[src/rtl/mode_transition_manager.sv]
// Hood mode manager: edge-detects the controller toggles and the power key,
// arbitrates them by priority, enforces the legal transition table and runs
// the THIRD/CLEAN countdown timers.
module mode_transition_manager #(
   parameter int unsigned                MODE_WIDTH   = 3,
   parameter logic [MODE_WIDTH-1:0]      OFF_MODE     = 3'd0,
   parameter logic [MODE_WIDTH-1:0]      STAND_MODE   = 3'd1,
   parameter logic [MODE_WIDTH-1:0]      FIRST_MODE   = 3'd2,
   parameter logic [MODE_WIDTH-1:0]      SECOND_MODE  = 3'd3,
   parameter logic [MODE_WIDTH-1:0]      THIRD_MODE   = 3'd4,
   parameter logic [MODE_WIDTH-1:0]      CLEAN_MODE   = 3'd5,
   parameter int unsigned                TIMER_WIDTH  = 32,
   parameter logic [TIMER_WIDTH-1:0]     THIRD_CYCLES = 32'd60_000_000,
   parameter logic [TIMER_WIDTH-1:0]     CLEAN_CYCLES = 32'd180_000_000
) (
   input  logic                   clk,
   input  logic                   rstn,
   input  logic                   power_signal,
   input  logic                   req_first,
   input  logic                   req_second,
   input  logic                   req_third,
   input  logic                   req_clean,
   input  logic                   req_stand,
   output logic [MODE_WIDTH-1:0]  current_mode,
   output logic                   mode_changed,
   output logic [TIMER_WIDTH-1:0] timer_remaining,
   output logic                   third_used
);

   logic power_d, first_d, second_d, third_d, clean_d, stand_d;
   logic ev_power, ev_first, ev_second, ev_third, ev_clean, ev_stand;
   logic in_timed, expiry, third_ok;

   logic [MODE_WIDTH-1:0]  next_mode;
   logic                   next_changed;
   logic [TIMER_WIDTH-1:0] next_timer;
   logic                   next_third_used;

   assign ev_power  = power_signal & ~power_d;
   assign ev_first  = req_first    & ~first_d;
   assign ev_second = req_second   & ~second_d;
   assign ev_third  = req_third    & ~third_d;
   assign ev_clean  = req_clean    & ~clean_d;
   assign ev_stand  = req_stand    & ~stand_d;

   assign in_timed = (current_mode == THIRD_MODE) || (current_mode == CLEAN_MODE);
   assign expiry   = in_timed && (timer_remaining == '0);
   assign third_ok = ev_third && !third_used;

   // State register: mode, timer, session flag and the edge-detect flops
   always_ff @(posedge clk or negedge rstn) begin
      if (!rstn) begin
         current_mode    <= OFF_MODE;
         mode_changed    <= 1'b0;
         timer_remaining <= '0;
         third_used      <= 1'b0;
         power_d         <= 1'b0;
         first_d         <= 1'b0;
         second_d        <= 1'b0;
         third_d         <= 1'b0;
         clean_d         <= 1'b0;
         stand_d         <= 1'b0;
      end else begin
         current_mode    <= next_mode;
         mode_changed    <= next_changed;
         timer_remaining <= next_timer;
         third_used      <= next_third_used;
         power_d         <= power_signal;
         first_d         <= req_first;
         second_d        <= req_second;
         third_d         <= req_third;
         clean_d         <= req_clean;
         stand_d         <= req_stand;
      end
   end

   // Next mode: within each mode the highest-priority event with a legal
   // target wins; events with no entry for the current mode fall through
   always_comb begin
      next_mode = current_mode;
      case (current_mode)
         OFF_MODE: begin
            if (ev_power) next_mode = STAND_MODE;
         end
         STAND_MODE: begin
            if      (ev_power)  next_mode = OFF_MODE;
            else if (ev_clean)  next_mode = CLEAN_MODE;
            else if (third_ok)  next_mode = THIRD_MODE;
            else if (ev_second) next_mode = SECOND_MODE;
            else if (ev_first)  next_mode = FIRST_MODE;
         end
         FIRST_MODE: begin
            if      (ev_power)  next_mode = OFF_MODE;
            else if (ev_stand)  next_mode = STAND_MODE;
            else if (third_ok)  next_mode = THIRD_MODE;
            else if (ev_second) next_mode = SECOND_MODE;
         end
         SECOND_MODE: begin
            if      (ev_power)  next_mode = OFF_MODE;
            else if (ev_stand)  next_mode = STAND_MODE;
            else if (third_ok)  next_mode = THIRD_MODE;
            else if (ev_first)  next_mode = FIRST_MODE;
         end
         THIRD_MODE: begin
            if      (ev_power)  next_mode = OFF_MODE;
            else if (ev_stand)  next_mode = STAND_MODE;
            else if (expiry)    next_mode = SECOND_MODE;
         end
         CLEAN_MODE: begin
            if      (ev_power)  next_mode = OFF_MODE;
            else if (expiry)    next_mode = STAND_MODE;
         end
         default: next_mode = OFF_MODE;
      endcase
   end

   // Registered-output values: change pulse, timer load/decrement, third_used
   always_comb begin
      next_changed    = (next_mode != current_mode);
      next_timer      = '0;
      next_third_used = third_used;
      if (next_mode == THIRD_MODE || next_mode == CLEAN_MODE) begin
         if (!next_changed)
            next_timer = timer_remaining - 1'b1;
         else if (next_mode == THIRD_MODE)
            next_timer = THIRD_CYCLES - 1'b1;
         else
            next_timer = CLEAN_CYCLES - 1'b1;
      end
      if (next_changed && next_mode == THIRD_MODE) next_third_used = 1'b1;
      if (next_changed && next_mode == OFF_MODE)   next_third_used = 1'b0;
   end

endmodule

[config.mk]
export PLATFORM = sky130hd
export DESIGN_NAME = mode_transition_manager
export DESIGN_NICKNAME = d
export VERILOG_FILES = /design/src/rtl/mode_transition_manager.sv
export SDC_FILE = /design/constraint.sdc
export NUM_CORES = 1
export LEC_CHECK = 0
export ABC_AREA = 1
export ABC_CLOCK_PERIOD_IN_PS = 1700
export CORE_MARGIN = 2
export CORE_UTILIZATION = 45
export DETAILED_ROUTE_END_ITERATION = 10
export PLACE_DENSITY = 0.78
export SYNTH_ARGS = -nofsm -noshare
export SYNTH_HDL_FRONTEND = slang
export SYNTH_SLANG_ARGS = --single-unit
[constraint.sdc]
create_clock -name clk -period 1.7 [get_ports clk]
set_input_delay 0.255 -clock clk [delete_from_list [all_inputs] [get_ports clk]]
set_output_delay 0.255 -clock clk [all_outputs]
set_load 0.1 [all_outputs]
==> summary.txt <==
Setup path
  • Most used cell, CP: nand2_2
  • CP Capture Type: register
  • WS Path Type: register to register
  • WP data arrival: 2.86 ns
  • Largest stage delay, worst path: 0.46 ns
  • Crit path max-delay cell type: dfrtp_2
  • Req. time, crit path: 1.89 ns
  • Startpoint types: register
  • CP Max Fanout: 7
  • CP Cell Sequence: nor2_1, nand2_2, nor2_2, nand2_2, nor2_4, nand2_1, nand2_1, nand2_1, nand2_2, nand2_2, nand2_2, nand4_4, buf_6, nor2_1, nor2_1

Logic synthesis
  • Number of enable flip-flop cells after synthesis: 0
  • Register area share after synthesis: 41.0%
  • Synthesis-stage register bit count: 43
  • Post-synth top cells: nand2_1, inv_1, nor2_1
  • Mapped cell area: 0.00262 mm^2
  • Post-synthesis simple-gate area fraction: 31.8%
  • Top-count cell post-synth: nand2_1
  • Synth Flop Type: dfrtp_1
  • Mux share of post-synthesis cell area: 0%
  • FFs w/ async S/R, synth: 100%
  • Top cells by area, synth: dfrtp_1, nand2_1, inv_1
  • Netlist cell types: 26
  • Post-synth top area share: 41.0%
  • Main combinational cell family by area after synthesis: simple AND/OR/NAND/NOR gates
  • Synth Area in Adders: 0.954%
  • Post-synth net total: 367
  • Ys Warns: 0
  • Synthesized area per cell: 7.35 um^2
  • Synth Area in XOR/XNOR: 9.69%
  • Synth Area in Compound Gates: 4.77%
  • Synth area leader: dfrtp_1
  • Cell count after synthesis: 357

Global routing
  • First-pass GRT wire length: 18700 um
  • Antenna violations before repair: 0
  • Vias in the first global route: 3623
  • GRT Total Usage: 39.0%
  • Total grt overflow: 0
  • Largest net degree at the start of global routing: 44

Timing
  • Setup TNS: -28.12 ns
  • Clock skew: 0.0119 ns
  • Max Clk Rate: 374 MHz
  • Period minus WS final: 2.67 ns
  • RSZ-0062 raised after global routing: true
  • Worst slew pin tran: 0.571 ns
  • Setup Viol. Count Final: 37
  • Slew Limit Fails: 0
  • Period Utilization, post-route: 157%
  • Hold Vio Cnt, Final: 0
  • Relative slew slack: 61.9%
  • Final Worst Setup Slack: -0.971 ns

Placement
  • Port Buf Inserts: 44
  • Post-DP HPWL: 6330 um
  • Post-Place Worst Slack: -0.546 ns
  • Gpl congestion: 0.888

Clock tree
  • Clock-pin slew on the worst setup and hold paths: 0.09 ns
  • H-tree depth: 2
  • Total CTS buffers: 5
  • Clk root buf: clkbuf_8
  • CTS tree: done
  • Later-pin clock latency in the skew report: 0.31 ns
  • Hold_buf cts: 0
  • Bufs on Longest Clock Path: 2
  • CTS sink cnt: 43

Power and ir drop
  • Psw: 0.00600 W
  • Leak pwr: 2.62 nW
  • Internal power: 0.00547 W
  • Sequential share of power: 13.8%
  • PD cells: 2190 mW/mm^2
  • Switching share of power: 52.3%
  • Clock power frac: 8.6%
  • Overall power: 0.0115 W
  • Part of the power in combinational logic: 77.5%
  • Worst vdd ir: 1.58 mV

Routing
  • Initial DRC count: 458
  • Vias: 3648
  • Avg Vias per Cell: 5.96
  • DR pass1 iterations: 6
  • DR WL met3: 1510 um
  • DR WL met2: 6630 um
  • Metal-1 WL: 4780 um
  • Routed len/inst: 23.3 um
  • Detail Route Antenna Nets: 0
  • DRT Wirelength: 14300 um
  • DRC viols: 0
  • Top Metal Used: met4

Die
  • Die width: 80.3 um
  • # IOs: 45
  • Full die area: 0.00645 mm^2
  • Initial Utilization: 47.0%
  • FP Rows: 27
  • Die height: 80.3 um
  • Core area: 0.00557 mm^2

Layout
  • # diodes: 0
  • Sequential cell area: 0.00118 mm^2
  • Fill cells: 157
  • Share of cells above drive strength 1: 60.7%
  • Layout net count: 549
  • Area growth syn-to-layout: 99.4%
  • Footprint of the multi-input gates: 0.00165 mm^2

Worst hold path
  • HP Class: primary input to async pin

Run
  • Total of max-cap violations: 0

Status
  • Failing checks: setup timing
  • Outcome: finished with violations
[layer usage]
metal	vias up	GRT usage [%]
met1	1682	44.8
met3	148	7.53
met5	-	0
met2	380	63.7
met4	0	29.8
li1	1438	-
[metrics by stage]
step / util (%) / std cells / instance area, um^2 / hold WS (ns)
detailed placement: 80.8 / 577 / 4510 / 0.366
finish: 93.8 / 612 / 5230 / 0.0183
floorplan: - / 357 / 2830 / -0.0406
global route: 93.8 / 612 / 5230 / 0.0794
CTS: 88.8 / 604 / 4950 / 0.0454
global placement: 80.8 / 577 / 4510 / 0.357
[worst max-delay path, delay by kind of cell (launching register included)]
kind / cells / cell delay [ns]
and+or+nand+nor: 14 / 1.83
buffers and inverters: 1 / 0.23
DFF: 1 / 0.46
[power groups by stage]
| stage | logic [W] | registers [W] | clock network [W] |
|---|---|---|---|
| global placement | 0.00629 | 0.00152 | 0 |
| detailed placement | 0.00648 | 0.00153 | 0 |
| finish | 0.00889 | 0.00158 | 0.000991 |
| floorplan | 0.00247 | 0.00278 | 0 |
| CTS | 0.00731 | 0.00153 | 0.000959 |
| global route | 0.00914 | 0.00160 | 0.00102 |
[cell usage in the layout, fill, tap and decap left out, types with 3 or more instances in the layout]
cell and n:
nor2_1 33, dfrtp_4 25, nand3_1 10, buf_4 125
clkdlybuf4s50_1 6, buf_6 9, nor2_4 22, dfrtp_2 11
nor3_1 3, nor3_4 3, o21ai_1 3, nand2_1 48
nor3_2 5, nand3_2 3, inv_1 59, nand2_2 23
nor2_2 15, nand2_4 3, xnor2_1 4, o21ai_2 15
dfrtp_1 7, nand4_1 8, clkbuf_8 5, buf_12 38
xor2_1 23, inv_2 9, inv_4 3
[kinds of logic after synthesis]
group	Yosys count
buffers and inverters	77
AOI/OAI and AO/OA	25
adders and majority gates	2
DFF	43
xor gates and xnor gates	29
and+or+nand+nor	181
[state kept, by name, indices dropped and copies added, names as in the netlist]
name and cells:
mode_changed 1, power_d 1, timer_remaining 32, third_d 1, stand_d 1, second_d 1, third_used 1, clean_d 1
current_mode 3, first_d 1
[worst paths after layout]
kind	from	end	slack [ns]	cells after the start
worst min register to register	third_used$_DFFE_PN0P_	third_used$_DFFE_PN0P_	0.67	3
worst min-delay path	rstn	timer_remaining[6]$_DFF_PN0_	0.02	2
max in group asynchronous	rstn	timer_remaining[0]$_DFF_PN0_	1.23	2
worst max register to register	timer_remaining[30]$_DFF_PN0_	timer_remaining[27]$_DFF_PN0_	-0.97	15
min in group clk	req_stand	stand_d$_DFF_PN0_	0.42	1
worst max-delay path	timer_remaining[30]$_DFF_PN0_	timer_remaining[27]$_DFF_PN0_	-0.97	15
[layout make-up]
class | count | area share [%]
Timing Repair Buffer | 181 | 36.2
Inverter | 71 | 5.24
Sequential cell | 43 | 22.6
Clock buffer | 6 | 1.39
Multi-Input combinational cell | 237 | 31.6
Clock inverter | 2 | 1.15
Tap cell | 72 | 1.72
[what timing repair did]
| action | in CTS | in global routing |
|---|---|---|
| cloned | 1 | 0 |
| buffers inserted | 18 | 10 |
| pin swaps | 15 | 26 |
| endpoints found under the setup margin | 36 | 37 |
| resized for setup | 49 | 60 |
Power figures use the tool's default switching activity.
